==> src/rtl/iot_event_scheduler_pkg.sv <==
// rtl/iot_event_scheduler_pkg.sv - shared constants, event kinds and classifier for the IoT event scheduler
package iot_event_scheduler_pkg;

  localparam int   N_DEV_DEFAULT = 4;
  localparam int   MON_CNT_W     = 8;
  localparam logic EV_JOIN       = 1'b1;
  localparam logic EV_LEAVE      = 1'b0;

  typedef enum logic [1:0] {
    EV_IDLE    = 2'd0,
    EV_FWD_ON  = 2'd1,
    EV_FWD_OFF = 2'd2,
    EV_DROP    = 2'd3
  } ev_kind_e;

  // An event only reaches the monitor when it changes the device's active state.
  function automatic ev_kind_e classify_event(input logic gnt_valid,
                                              input logic req_on,
                                              input logic active);
    if (!gnt_valid) begin
      return EV_IDLE;
    end
    if ((req_on == EV_JOIN) && !active) begin
      return EV_FWD_ON;
    end
    if ((req_on == EV_LEAVE) && active) begin
      return EV_FWD_OFF;
    end
    return EV_DROP;
  endfunction

endpackage

==> src/rtl/iot_event_scheduler_rr_arbiter.sv <==
// rtl/iot_event_scheduler_rr_arbiter.sv - combinational round-robin picker starting at rr_ptr
module rr_arbiter #(
  parameter int N_DEV = 4,
  parameter int PTR_W = 2
) (
  input  logic [N_DEV-1:0] eligible,
  input  logic [PTR_W-1:0] rr_ptr,
  output logic             gnt_valid,
  output logic [PTR_W-1:0] gnt_idx
);

  localparam int SW = PTR_W + 1;

  logic [SW-1:0] idx;

  // Walk offsets 0..N_DEV-1 from rr_ptr; the first eligible device wins.
  always_comb begin
    gnt_valid = 1'b0;
    gnt_idx   = '0;
    idx       = '0;
    for (int i = 0; i < N_DEV; i++) begin
      idx = {1'b0, rr_ptr} + SW'(i);
      if (idx >= SW'(N_DEV)) begin
        idx = idx - SW'(N_DEV);
      end
      if (!gnt_valid && eligible[idx[PTR_W-1:0]]) begin
        gnt_valid = 1'b1;
        gnt_idx   = idx[PTR_W-1:0];
      end
    end
  end

endmodule

==> src/rtl/iot_event_scheduler.sv <==
// rtl/iot_event_scheduler.sv - serialises per-device join/leave requests into monitor change/on_off pulses
module iot_event_scheduler
  import iot_event_scheduler_pkg::*;
#(
  parameter int N_DEV = N_DEV_DEFAULT,
  parameter int PTR_W = $clog2(N_DEV)
) (
  input  logic             clk,
  input  logic             rst,
  input  logic             en,
  input  logic [N_DEV-1:0] req,
  input  logic [N_DEV-1:0] req_on,
  output logic [N_DEV-1:0] ack,
  output logic             drop,
  output logic             change,
  output logic             on_off,
  output logic [N_DEV-1:0] active
);

  logic [N_DEV-1:0] ack_q, ack_d;
  logic             drop_q, drop_d;
  logic             change_q, change_d;
  logic             on_off_q, on_off_d;
  logic [N_DEV-1:0] active_q, active_d;
  logic [PTR_W-1:0] rr_ptr_q, rr_ptr_d;

  logic [N_DEV-1:0] eligible;
  logic             gnt_valid;
  logic [PTR_W-1:0] gnt_idx;
  ev_kind_e         ev_kind;

  // A device acked this cycle still shows req; masking it prevents a double grant.
  assign eligible = req & ~ack_q & {N_DEV{en}};

  rr_arbiter #(
    .N_DEV (N_DEV),
    .PTR_W (PTR_W)
  ) u_rr_arbiter (
    .eligible  (eligible),
    .rr_ptr    (rr_ptr_q),
    .gnt_valid (gnt_valid),
    .gnt_idx   (gnt_idx)
  );

  assign ev_kind = classify_event(gnt_valid, req_on[gnt_idx], active_q[gnt_idx]);

  always_comb begin
    ack_d    = '0;
    drop_d   = 1'b0;
    change_d = 1'b0;
    on_off_d = 1'b0;
    active_d = active_q;
    rr_ptr_d = rr_ptr_q;
    if (gnt_valid) begin
      ack_d[gnt_idx] = 1'b1;
      rr_ptr_d       = (gnt_idx == PTR_W'(N_DEV - 1)) ? '0 : gnt_idx + PTR_W'(1);
    end
    case (ev_kind)
      EV_FWD_ON: begin
        change_d          = 1'b1;
        on_off_d          = 1'b1;
        active_d[gnt_idx] = 1'b1;
      end
      EV_FWD_OFF: begin
        change_d          = 1'b1;
        active_d[gnt_idx] = 1'b0;
      end
      EV_DROP: begin
        drop_d = 1'b1;
      end
      default: begin
      end
    endcase
  end

  always_ff @(posedge clk) begin
    if (rst) begin
      ack_q    <= '0;
      drop_q   <= 1'b0;
      change_q <= 1'b0;
      on_off_q <= 1'b0;
      active_q <= '0;
      rr_ptr_q <= '0;
    end else begin
      ack_q    <= ack_d;
      drop_q   <= drop_d;
      change_q <= change_d;
      on_off_q <= on_off_d;
      active_q <= active_d;
      rr_ptr_q <= rr_ptr_d;
    end
  end

  assign ack    = ack_q;
  assign drop   = drop_q;
  assign change = change_q;
  assign on_off = on_off_q;
  assign active = active_q;

endmodule

==> config.mk <==
export PLATFORM = sky130hd
export DESIGN_NAME = iot_event_scheduler
export DESIGN_NICKNAME = d
export VERILOG_FILES = /design/src/rtl/iot_event_scheduler_pkg.sv /design/src/rtl/iot_event_scheduler_rr_arbiter.sv /design/src/rtl/iot_event_scheduler.sv
export SDC_FILE = /design/constraint.sdc
export NUM_CORES = 1
export LEC_CHECK = 0
export ABC_AREA = 1
export CORE_MARGIN = 8
export CORE_UTILIZATION = 45
export DETAILED_ROUTE_END_ITERATION = 8
export GPL_ROUTABILITY_DRIVEN = 0
export PLACE_DENSITY = 0.71
export SYNTH_ARGS = -nofsm -noshare
export SYNTH_HDL_FRONTEND = slang
export SYNTH_SLANG_ARGS = --single-unit
==> constraint.sdc <==
create_clock -name clk -period 5.7 [get_ports clk]
set_input_delay 0.57 -clock clk [delete_from_list [all_inputs] [get_ports clk]]
set_output_delay 0.57 -clock clk [all_outputs]
set_load 0.01 [all_outputs]
======== Yosys cells after proc, flatten, opt, wreduce, memory -nomap -nowiden ========
Index checks and enable logic that the tools add are counted.
storage, ports and cells
  register bits ........................... 13
  output and inout bits ................... 11
  logic and storage cells ................. 91
cells by class
  $add $sub $neg .......................... 8
  magnitude comparators ................... 10
  eq/ne operators ......................... 4
  mux-type cells .......................... 42
  bitwise logic cells ..................... 8
  reduce and logical (&&, ||, !) cells .... 13
operators by type and width
  operator               number
  $mux W2                15
  $mux W1                19
  $lt A2 B3 Y1 const B   5
  $and A4 B4 Y4          3
  $bmux W1 S2            6
  $ge A3 B3 Y1 const B   3
  $not A4 Y4             2
  $pmux W4 S2            1
  $sub A2 B1 Y2 const B  4
  $add A2 B2 Y3 const B  2
  $eq A2 B2 Y1 const B   3
  $logic_and A1 B1 Y1    6
  $logic_not A1 Y1       4
  $or A4 B4 Y4           1
  $reduce_or A2 Y1       2
  $add A2 B1 Y3 const B  1
  $ge A2 B3 Y1 const B   1
  $add A2 B1 Y2 const B  1
  $demux W1 S2           1
  $eq A2 B1 Y1 const B   1
  $ge A2 B1 Y1 const B   1
  $not A1 Y1             2
  $reduce_bool A2 Y1     1

======== Depth between registers and ports, before layout ========
  depth in word-level cells ............... 29
  mapped depth ............................ 19

======== Cells and area by module ========
A second synthesis with hierarchy kept.
unflattened totals
  cell total of the unflattened synthesis .. 161
  area, all modules ....................... 1006.0 sq um
modules (own cells, without submodules)
  module               times used  cells an instance  area an instance (sq um)  sequential area each (sq um)
  iot_event_scheduler  1           102                686.9                     260.2
  rr_arbiter           1           59                 319.1                     0.0

======== Least setup slack after synthesis ========
Ideal clock, no wire load.
  kind .................................... input port to flip-flop
  from .................................... input en
  to ...................................... register (tool-made name)
  library setup time ...................... 0.091 ns
  arrival ................................. 2.425 ns
  required time ........................... 5.609 ns
  path slack .............................. 3.184 ns
  cell stages on the path ................. 17
  buffers on the path ..................... 1
  cells stage by stage .................... buf_6 -> nand2_2 -> nor2_2 -> nand2_2 -> nand3_2 -> nand2_4 -> a21oi_2 -> nand2_4 -> nand2_4 -> nand2_1 -> nand3_1 -> nand2_1 -> a21oi_1 -> ha_1 -> inv_1 -> a21oi_1 -> a311oi_1
RTL lines
  what                RTL line                   source
  start: declaration  iot_event_scheduler.sv:10  input logic en,

==> impl_metrics.yaml <==
floorplan:
  start_util: 0.462
  core_um2: 2410
  die_y_um: 65.7
  num_io_pins: 22
  die_width_um: 65.7
  fp.dieArea_um2: 4320
  num_rows: 18
routing:
  firstDrtPassIters: 4
  met3_length_um: 97
  drc: 0
  route.met2.wl_mm: 1.48
  drt_iter0_drc: 74
  viasPerCell: 5.26
  drt-met1-wl_mm: 1.26
  ant_nets: 0
  finalWirelength_mm: 2.89
  top_layer: "met4"
  vias: 1146
  wl_per_cell_um: 13.2
yosys:
  yosysSeqAreaShare: 0.234
  synth_area_um2: 1110
  synth.largest_area_cell: "dfxtp_1"
  ys_ff_latch: 13
  synth_top_area_frac: 0.234
  synth.avg_cell_area_um2: 6.71
  syn_nets: 184
  synth_warnings: 0
  synth.distinct_cells: 25
  synth_area_leaders: "dfxtp_1, nand2_1, nand3_1"
  synth_cells: 166
clocking:
  cts_sinks: 13
  worstSkewPairLatency_ns: 0.28
  cts_buffers: 3
  path_clk_slew_ns: 0.08
  post_cts_buffers: 0
  cts_resized: 0
  clk_path_buf_depth: 2
  cts_tree: "built"
  cts_hold_buf: 0
  cts_max_level: 1
  cts-root-buf: "clkbuf_4"
job:
  cap_violations: 0
sta:
  post-route-min-period_ns: 3.24
  tightest_slew_ns: 0.584
  clock_skew_ns: 0.00259
  min_period_over_period: 0.568
  finalHoldViolations: 0
  drv_slew: 0
  max-slew-margin-rel: 0.610
  fin_tns_setup_ns: 0
  rsz0062_at_grt: "false"
  setup_viol: 0
  fmax_mhz: 309
global_routing:
  grt_pass1_vias: 1046
  grt_pass1_wl_mm: 4.62
  overflow: 0
  globalRouteTotalUtil: 0.133
  grt_max_degree: 12
  antenna_found_initial: 0
setup_path:
  end_kind: "register"
  slowest_delay_ns: 0.75
  worst-path-max-fanout: 11
  worstReg2RegStart: "rr_ptr_q[0]$_SDFFE_PP0P_"
  start_kind: "primary input"
  worstSetupStartpoint: "en"
  r2r_slack_ns: 2.69
  reg2reg_depth: 15
  cp.required_ns: 5.89
  critPathSlowestCell: "clkdlybuf4s50_1"
  path_class: "in2reg"
  crit_arrival_ns: 3.42
  crit_top_cell: "nand2_1"
  path_cells: "clkdlybuf4s50_1 > nand2_1 > nor2_1 > nand2_1 > nand3_2 > nand2_4 > nand3_1 > nand3_4 > nand2_4 > nand2_1 > nand3_1 > nand2_1 > a21oi_1 > ha_1 > inv_1 > a21oi_1 > a311oi_1"
min_path:
  hold_depth: 2
  hold_path_class: "reg2reg"
cells_and_area:
  nNetsFinal: 207
  drive_gt1_frac: 0.133
  final_core_util: 0.565
  antenna_cells: 0
  area_growth_pct: 22.2
  layout_common_cells: "nand2_1, nand3_1, inv_1"
  mostFrequentLayoutCell: "nand2_1"
place:
  port_buffers: 21
  hpwl_mm: 2.35
power_and_ir_drop:
  vdd_drop_max_v: 0.000537
  cellLeakagePower_nw: 0.632
  p_per_area_nw_per_um2: 709
status:
  status: "completed"
cells in the mapped netlist:
| cell type | n |
|---|---|
| dfxtp_1 | 13 |
| nand2_2 | 6 |
| a311oi_1 | 4 |
| inv_1 | 22 |
| nand3_2 | 3 |
| ha_1 | 7 |
| o21ai_0 | 1 |
| a21oi_2 | 1 |
| nand2_1 | 40 |
| inv_2 | 2 |
| o21ai_2 | 1 |
| nand4_1 | 2 |
| buf_6 | 2 |
| nor2_2 | 2 |
| nand2_4 | 3 |
| nand4_2 | 2 |
| nand3b_1 | 2 |
| o21ai_1 | 1 |
| nor2_1 | 13 |
| nand4_4 | 1 |
| clkbuf_1 | 1 |
| a211oi_1 | 1 |
| nand3_1 | 26 |
| nand3_4 | 1 |
| a21oi_1 | 9 |
cell type report:
cell class	count	area (µm²)
inverters	24	90.1
well taps	30	37.5
fillers	225	1050
flip-flops and latches	13	260
multi-input cells	126	737
repair buffers	21	210
clock buffers	4	26.3
routing by layer:
| layer | global-route usage | vias to the layer above |
|---|---|---|
| met5 | 0 | - |
| met4 | 0.0599 | 0 |
| met3 | 0.0221 | 4 |
| met2 | 0.227 | 15 |
| met1 | 0.159 | 540 |
| li1 | - | 587 |
metrics by stage:
step	setup WS (ns)	cells	total power (W)	area, µm²	hold WS [ns]
2_1_floorplan	3.18	166	0.000714	1110	0.544
3_3_place_gp	2.27	214	0.000882	1340	0.537
3_5_place_dp	2.19	214	0.000900	1340	0.542
4_1_cts	2.46	218	0.000964	1360	0.553
5_1_grt	2.08	218	0.00106	1360	0.604
6_report	2.46	218	0.000965	1360	0.550
worst max-delay path, delay by kind of cell:
family	cells	cell delay [ns]
buffers and inverters	2	0.93
AOI/OAI and AO/OA	3	0.49
adders and majority gates	1	0.27
and+or+nand+nor	11	1.13
where the power goes:
part	total, W	internal, W	switching, W
combinational	0.000742	0.000264	0.000477
clock	0.0000573	0.0000272	0.0000302
sequential	0.000166	0.000126	0.0000401
total	0.000965	0.000417	0.000548
cells by family after synthesis:
kind of cell / after synthesis / share of synthesized area
flops: 13 / 0.234
compound gates: 18 / 0.103
buf+inv: 27 / 0.104
simple gates: 101 / 0.480
fa+ha+maj: 7 / 0.0786
worst max path at each step:
stage,to,slack [ns],cells past startpoint
floorplan,register,3.18,17
global placement,register,2.27,17
detailed placement,register,2.19,17
CTS,register,2.46,17
global route,register,2.08,17
finish,register,2.46,17
Note: power is estimated with default switching activity, not from simulation.
